**src/rtl/bp_be_redirect_gen.sv**
```systemverilog
// bp_be_redirect_gen
//   Turns the integer pipe's resolved branch/jump result into frontend commands.
//   A mispredicted, 4B-aligned target is captured and offered to the FE command
//   queue as a held valid/ready redirect. Resolution is then fenced until the
//   frontend delivers the first instruction of the new path. A correct
//   prediction produces a one-cycle attaboy training pulse. A mispredicted but
//   misaligned target raises a one-cycle misalign pulse instead of a redirect.
//
// Ports
//   clk_i, reset_i       clock, synchronous active-high reset
//   resolve_v_i          valid branch/jump resolving in the int pipe this cycle
//   resolve_pc_i         PC of the resolving instruction
//   resolve_tgt_i        resolved next PC
//   resolve_pred_i       next PC predicted by fetch
//   flush_i              commit-stage flush; highest priority, returns to IDLE
//   fe_v_i, fe_pc_i      instruction delivered by the frontend and its PC
//   redirect_ready_i     FE command queue accepts the redirect
//   redirect_v_o         redirect command valid (held until accepted)
//   redirect_pc_o        redirect target
//   attaboy_v_o          correct-prediction pulse
//   attaboy_pc_o         PC of the correctly predicted instruction
//   poison_o             combinational squash of the current int-pipe resolve
//   misalign_v_o         resolved target not 4B-aligned (pulse)
//   mispred_cnt_o        saturating count of redirect-causing mispredicts

module bp_be_redirect_gen #(
  parameter int unsigned vaddr_width_p = 39,
  parameter int unsigned cnt_width_p   = 16
) (
  input  logic                     clk_i,
  input  logic                     reset_i,

  input  logic                     resolve_v_i,
  input  logic [vaddr_width_p-1:0] resolve_pc_i,
  input  logic [vaddr_width_p-1:0] resolve_tgt_i,
  input  logic [vaddr_width_p-1:0] resolve_pred_i,

  input  logic                     flush_i,

  input  logic                     fe_v_i,
  input  logic [vaddr_width_p-1:0] fe_pc_i,

  input  logic                     redirect_ready_i,
  output logic                     redirect_v_o,
  output logic [vaddr_width_p-1:0] redirect_pc_o,

  output logic                     attaboy_v_o,
  output logic [vaddr_width_p-1:0] attaboy_pc_o,

  output logic                     poison_o,
  output logic                     misalign_v_o,
  output logic [cnt_width_p-1:0]   mispred_cnt_o
);

  localparam logic [1:0] state_idle_lp  = 2'd0;
  localparam logic [1:0] state_send_lp  = 2'd1;
  localparam logic [1:0] state_fence_lp = 2'd2;

  localparam logic [cnt_width_p-1:0] cnt_max_lp = '1;

  logic [1:0]               state_q,       state_d;
  logic [vaddr_width_p-1:0] tgt_q,         tgt_d;
  logic                     redirect_v_q,  redirect_v_d;
  logic                     attaboy_v_q,   attaboy_v_d;
  logic [vaddr_width_p-1:0] attaboy_pc_q,  attaboy_pc_d;
  logic                     misalign_v_q,  misalign_v_d;
  logic [cnt_width_p-1:0]   cnt_q,         cnt_d;

  logic mispred;
  logic tgt_aligned;
  logic in_idle;
  logic redirect_cause;
  logic fence_release;

  // Resolve classification
  assign mispred        = resolve_v_i & (resolve_tgt_i != resolve_pred_i);
  assign tgt_aligned    = (resolve_tgt_i[1:0] == 2'b00);
  assign in_idle        = (state_q == state_idle_lp);
  // A flush in the same cycle pre-empts the redirect, so it does not count as a cause
  assign redirect_cause = in_idle & mispred & tgt_aligned & ~flush_i;
  assign fence_release  = fe_v_i & (fe_pc_i == tgt_q);

  // Squash any resolve while a redirect is outstanding, and everything younger
  // than the instruction that causes a redirect in IDLE
  assign poison_o = resolve_v_i & (~in_idle | redirect_cause);

  // Next-state and registered-output logic
  always_comb begin
    state_d      = state_q;
    tgt_d        = tgt_q;
    redirect_v_d = redirect_v_q;
    attaboy_v_d  = 1'b0;
    attaboy_pc_d = attaboy_pc_q;
    misalign_v_d = 1'b0;
    cnt_d        = cnt_q;

    if (flush_i) begin
      // Drops any pending redirect, even one being accepted this cycle
      state_d      = state_idle_lp;
      redirect_v_d = 1'b0;
    end else begin
      case (state_q)
        state_idle_lp: begin
          if (resolve_v_i) begin
            if (mispred) begin
              if (tgt_aligned) begin
                tgt_d        = resolve_tgt_i;
                redirect_v_d = 1'b1;
                state_d      = state_send_lp;
                cnt_d        = (cnt_q == cnt_max_lp) ? cnt_q
                                                     : cnt_q + cnt_width_p'(1);
              end else begin
                misalign_v_d = 1'b1;
              end
            end else begin
              attaboy_v_d  = 1'b1;
              attaboy_pc_d = resolve_pc_i;
            end
          end
        end

        state_send_lp: begin
          // Command held stable until accepted; acceptance drops valid at the same edge
          if (redirect_ready_i) begin
            redirect_v_d = 1'b0;
            state_d      = state_fence_lp;
          end
        end

        state_fence_lp: begin
          // Wrong-path deliveries are ignored; only the redirect target ends the fence
          if (fence_release) begin
            state_d = state_idle_lp;
          end
        end

        default: begin
          state_d      = state_idle_lp;
          redirect_v_d = 1'b0;
        end
      endcase
    end
  end

  // State and output registers
  always_ff @(posedge clk_i) begin
    if (reset_i) begin
      state_q      <= state_idle_lp;
      tgt_q        <= '0;
      redirect_v_q <= 1'b0;
      attaboy_v_q  <= 1'b0;
      attaboy_pc_q <= '0;
      misalign_v_q <= 1'b0;
      cnt_q        <= '0;
    end else begin
      state_q      <= state_d;
      tgt_q        <= tgt_d;
      redirect_v_q <= redirect_v_d;
      attaboy_v_q  <= attaboy_v_d;
      attaboy_pc_q <= attaboy_pc_d;
      misalign_v_q <= misalign_v_d;
      cnt_q        <= cnt_d;
    end
  end

  assign redirect_v_o  = redirect_v_q;
  assign redirect_pc_o = tgt_q;
  assign attaboy_v_o   = attaboy_v_q;
  assign attaboy_pc_o  = attaboy_pc_q;
  assign misalign_v_o  = misalign_v_q;
  assign mispred_cnt_o = cnt_q;

endmodule
```
**config.mk**
```make
export PLATFORM = sky130hd
export DESIGN_NAME = bp_be_redirect_gen
export DESIGN_NICKNAME = d
export VERILOG_FILES = /design/src/rtl/bp_be_redirect_gen.sv
export SDC_FILE = /design/constraint.sdc
export NUM_CORES = 1
export LEC_CHECK = 0
export ABC_AREA = 1
export CORE_MARGIN = 2
export CORE_UTILIZATION = 37
export CTS_CLUSTER_DIAMETER = 150
export CTS_CLUSTER_SIZE = 14
export DETAILED_ROUTE_END_ITERATION = 12
export PLACE_DENSITY_LB_ADDON = 0.25
export SYNTH_ARGS = -nofsm -noshare
export SYNTH_HDL_FRONTEND = slang
export SYNTH_SLANG_ARGS = --single-unit
```
**constraint.sdc**
```tcl
create_clock -name clk_i -period 1.8 [get_ports clk_i]
set_clock_uncertainty 0.05 [all_clocks]
set_input_delay 0.36 -clock clk_i [delete_from_list [all_inputs] [get_ports clk_i]]
set_output_delay 0.36 -clock clk_i [all_outputs]
set_load 0.02 [all_outputs]
```
# --- Word-level counts from Yosys, hierarchy flattened ---
# Index checks and enable logic that the tools add are counted.
# W data, S select, Z words.
word_totals:
  ramBits: 0
  romBits: 0
  inputBits: 162
  n_memories: 0
  latchBits: 0
  regBits: 99
classes:
  n_mul: 0
  n_lt_le_gt_ge: 0
  n_shift: 0
  addsub: 1
  reduce_logical: 10
  n_div: 0
  n_mux: 13
  bitwise: 13
  eq_ne: 10
ops:
  columns: ["cell", "count"]
  rows:
  - ["$eq A39 B39 Y1", 1]
  - ["$ne A39 B39 Y1", 1]
  - ["$add A16 B1 Y16 const B", 1]
  - ["$eq A16 B16 Y1 const B", 1]
  - ["$reduce_and A5 Y1", 3]
  - ["$mux W2", 5]
  - ["$ne A2 B2 Y1 const B", 5]
  - ["$and A1 B1 Y1", 6]
  - ["$mux W1", 6]
  - ["$not A1 Y1", 6]
  - ["$pmux W2 S3", 1]
  - ["$reduce_and A6 Y1", 1]
  - ["$reduce_or A5 Y1", 1]
  - ["$logic_not A2 Y1", 2]
  - ["$reduce_and A4 Y1", 1]
  - ["$reduce_or A4 Y1", 1]
  - ["$pmux W1 S3", 1]
  - ["$eq A2 B1 Y1 const B", 1]
  - ["$eq A2 B2 Y1 const B", 1]
  - ["$reduce_or A2 Y1", 1]
  - ["$or A1 B1 Y1", 1]

# --- Logic depth before layout (Yosys ltp) ---
depth:
  word_depth: 7
  mapped_depth: 15
  depth_no_buf: 15

# --- Worst setup path before layout ---
# OpenSTA, ideal clock, no wires.
synth_path:
  path_kind: "register -> output"
  startpoint: "register state_q[0]"
  endpoint: "output port poison_o"
  setup_slack_ns: -0.313
  required_ns: 1.390
  stages_incl_launch_ff: 8
  arrival_ns: 1.703
  path_buffers: 2
  path_cell_list: "dfxtp_1 -> nor2_1 -> nand3_1 -> nor2_1 -> nand2_1 -> buf_2 -> buf_2 -> a21boi_0"
synth_via:
  elab_chain_len: 6
  word_cells_on_any_way: 7
  cone_classes: "bitwise (6); reduce/logical (1)"
synth_rtl:
  columns: ["item", "line", "rtl"]
  rows:
  - ["start: declaration", "61", "logic [1:0] state_q, state_d;"]
  - ["start signal: assignment", "148", "state_q <= state_idle_lp;"]
  - ["start signal: assignment", "156", "state_q <= state_d;"]
  - ["$logic_not A2 Y1 (*)", "78", "assign in_idle = (state_q == state_idle_lp);"]
  - ["$and A1 B1 Y1 (3 in a row)", "80", "assign redirect_cause = in_idle & mispred & tgt_aligned & ~flush_i;"]
  - ["$or A1 B1 Y1 (*)", "85", "assign poison_o = resolve_v_i & (~in_idle | redirect_cause);"]
  - ["$and A1 B1 Y1 (*)", "85", null]
  - ["end: declaration", "50", "output logic poison_o,"]
# Mark *: on every way between the ends. The rest lies on a longest branch, timed or not.

# --- Worst setup path in the final report ---
layout_path:
  startpoint: "input port resolve_tgt_i[31]"
  endpoint: "register attaboy_pc_q[30], in the netlist attaboy_pc_o[30]"
layout_via:
  elab_chain_len: 4
layout_rtl:
  columns: ["item", "line", "rtl"]
  rows:
  - ["start: declaration", "35", "input logic [vaddr_width_p-1:0] resolve_tgt_i,"]
  - ["$ne A39 B39 Y1", "76", "assign mispred = resolve_v_i & (resolve_tgt_i != resolve_pred_i);"]
  - ["$and A1 B1 Y1", "76", null]
  - ["$not A1 Y1 (no line)", null, null]
  - ["$reduce_and A4 Y1 (no line)", null, null]
  - ["end signal: assignment", "160", "attaboy_pc_q <= attaboy_pc_d;"]
  - ["end: declaration", "65", "logic [vaddr_width_p-1:0] attaboy_pc_q, attaboy_pc_d;"]
# No other way between the ends.
# A chain may end at the register's enable or synchronous reset.

==> summary.txt <==
Logic synthesis
  • Syn. warnings: 0
  • Distinct cell type count after synthesis: 23
  • Flops & latches, synth: 99
  • Cell Area, Synth: 5130 um2
  • Post-Syn Instances: 776
  • Synth Area per Inst: 6.61 um2
  • Syn Nets: 939
  • Sequential share of the synthesized area: 0.386

Route
  • Drt pass-1 iters: 5
  • Via count: 6217
  • Routed WL per cell: 15.5 um
  • Via density: 4.76
  • DR DRC count: 0
  • DRT iter0 DRCs: 280
  • Detail Route Antenna Nets: 0
  • Post-Route WL: 20.2 mm

Finish
  • Non-Filler Instances: 1305
  • Commonest non-fill, non-tap cell in the layout: clkdlybuf4s50_1
  • Design Area, Final: 9280 um2
  • Most frequent cells in the layout: clkdlybuf4s50_1 (151), nand2_1 (141), inv_1 (131)
  • Final Util: 0.677
  • Area growth from synthesis to layout: 80.9%
  • Fin nets: 1281
  • Fraction of layout instances using a drive strength above 1: 0.291

Timing
  • Crit share post-route: 1.05
  • Slew headroom: 0.770
  • Final WS setup: -97.4 ps
  • Fmax: 527 MHz
  • Worst hold margin: 235 ps
  • Final Hold Viols: 0
  • Minimum clock period: 1900 ps
  • RSZ-0062 raised after global routing: yes
  • Count of final setup violators: 37
  • Slew Limit Fails: 0
  • Worst-Margin Slew: 345 ps

Pwr
  • Leak: 0.00414 uW
  • Power Total: 5230 uW
  • Max IR drop VDD: 399 uV
  • Pwr dens: 563 nW/um2

Worst setup path
  • Maximum fanout along the worst path: 8
  • Crit. End Element: flop
  • Data arrival, critical path: 2100 ps
  • Worst path required time: 2000 ps
  • CP startpoint kind: input port
  • Kind of critical path: in2reg

Global routing
  • Total gr overflow: 0
  • Initial antenna violation count: 2
  • First-pass GRT wire length: 29.2 mm
  • All-Layer GR Usage: 0.254
  • Pin count of the biggest net entering global routing: 53
  • Vias in the first global route: 5888

CTS
  • Clk pin slew, worst setup/hold paths: 80 ps
  • Worst skew pair latency: 350 ps
  • H-tree Lvls: 3
  • Number of buffers created by CTS: 9
  • CTS sink count: 99
  • TritonCTS clock tree: done
  • Clk root buf: clkbuf_16
  • Max clock buf depth: 2

Job
  • Max_cap viols: 0

Floorplan
  • Die Height: 122 um
  • Die outline width: 122 um
  • FP Rows: 43
  • Die ar.: 14800 um2
  • Core area: 13700 um2
  • Top-level I/O count: 260
  • Initial Utilization: 0.374

Placement
  • Port bufs: 259
  • Dpl cell area: 8280 um2
  • Dpl hpwl: 13.9 mm
  • # placed instances: 1235
  • RePlAce Congestion: 0.881

Run status
  • Status: finished, violations left
  • Failing checks: setup timing

Hold path
  • Worst Hold Class: in2reg
==> sequential cells by signal (all words and copies together), names as in the netlist <==
signal and flops:
redirect_v_o 1, misalign_v_o 1, attaboy_v_o 1, redirect_pc_o 39, state_q 2, mispred_cnt_o 16
attaboy_pc_o 39
==> through the flow <==
| step | setup TNS [ps] | worst slack (ps) |
|---|---|---|
| 4_1_cts | -117 | -85.7 |
| 3_5_place_dp | -81990 | -1010 |
| 5_1_grt | -3130 | -135 |
| 2_1_floorplan | 0 | 8.40 |
| 6_report | -1140 | -97.4 |
| 3_3_place_gp | -79200 | -988 |
==> critical path, stage by stage <==
cell and delay, ps:
buf_2 120, inv_1 50, nand2_1 60, nand2_1 70, nand2_1 50, nor2_1 120
nand2_2 90, nor2_4 160, nand3_4 120, buf_6 130, or2_4 340, clkbuf_16 210
o21ai_2 160, a21oi_2 50
==> cells by family (layout without fill, tap and decap cells) <==
group	after synthesis	in the layout	synth area share
adders and majority gates	1	1	0.00244
AOI/OAI and AO/OA	169	169	0.166
and+or+nand+nor	281	281	0.230
DFF	99	99	0.386
buffers and inverters	183	530	0.142
xor gates and xnor gates	43	43	0.0734
other	0	2	0
==> synthesized netlist by cell type (all sizes together) <==
cell type,number,area (um2)
nor4,2,12.5
nand2,165,619
clkbuf,14,52.6
nor3,9,45.0
ha,1,12.5
nand4,19,119
xnor2,35,307
nand3,27,145
nor2,54,208
nand3b,1,7.51
a21boi,2,15.0
a21oi,84,420
buf,16,101
inv,153,574
xor2,8,70.1
or2,4,25.0
o21ai,83,415
dfxtp,99,1980
==> path summary, 6_finish.rpt <==
path                                         from           endpoint  slack (ps)  cells past startpoint
worst min register to register   attaboy_pc_o[21]   attaboy_pc_o[21]         390                      2
worst max-delay path            resolve_tgt_i[31]   attaboy_pc_o[30]        -100                     14
worst min-delay path            resolve_tgt_i[28]  redirect_pc_o[28]         240                      3
worst max register to register   mispred_cnt_o[1]   mispred_cnt_o[4]          60                     11
==> final cells by class <==
cell class                 count  area, um2
fill                        1177       4440
timing repair buffer         361       3290
multi-input combinational    494       2910
sequential                    99       1990
inverter                     153        577
clock buffer                   9        225
tap                          180        225
clock inverter                 7       57.6
antenna                        2       5.00
==> where the power goes <==
group	switching [uW]	leakage, uW	internal, uW
Sequential	29.7	0.000802	2220
Combinational	475	0.00320	592
Clock	945	0.000143	965
==> routing by layer <==
metal,up-vias,wire length [um],share of wire,global-route usage
met5,-,0,0,0
met4,0,991,0.049,0.142
met3,62,1480,0.073,0.0660
met2,229,9660,0.48,0.420
met1,2820,8060,0.40,0.300
li1,3106,-,-,-
==> timing repair <==
action / in CTS / in global routing
setup buffers: 48 / 3
pin swaps: 73 / 61
gates resized for setup: 349 / 176
gates cloned: 1 / 5
endpoints found under the setup margin: 119 / 102
hold buffers: 0 / 0
Note: power is estimated with default switching activity, not from simulation.
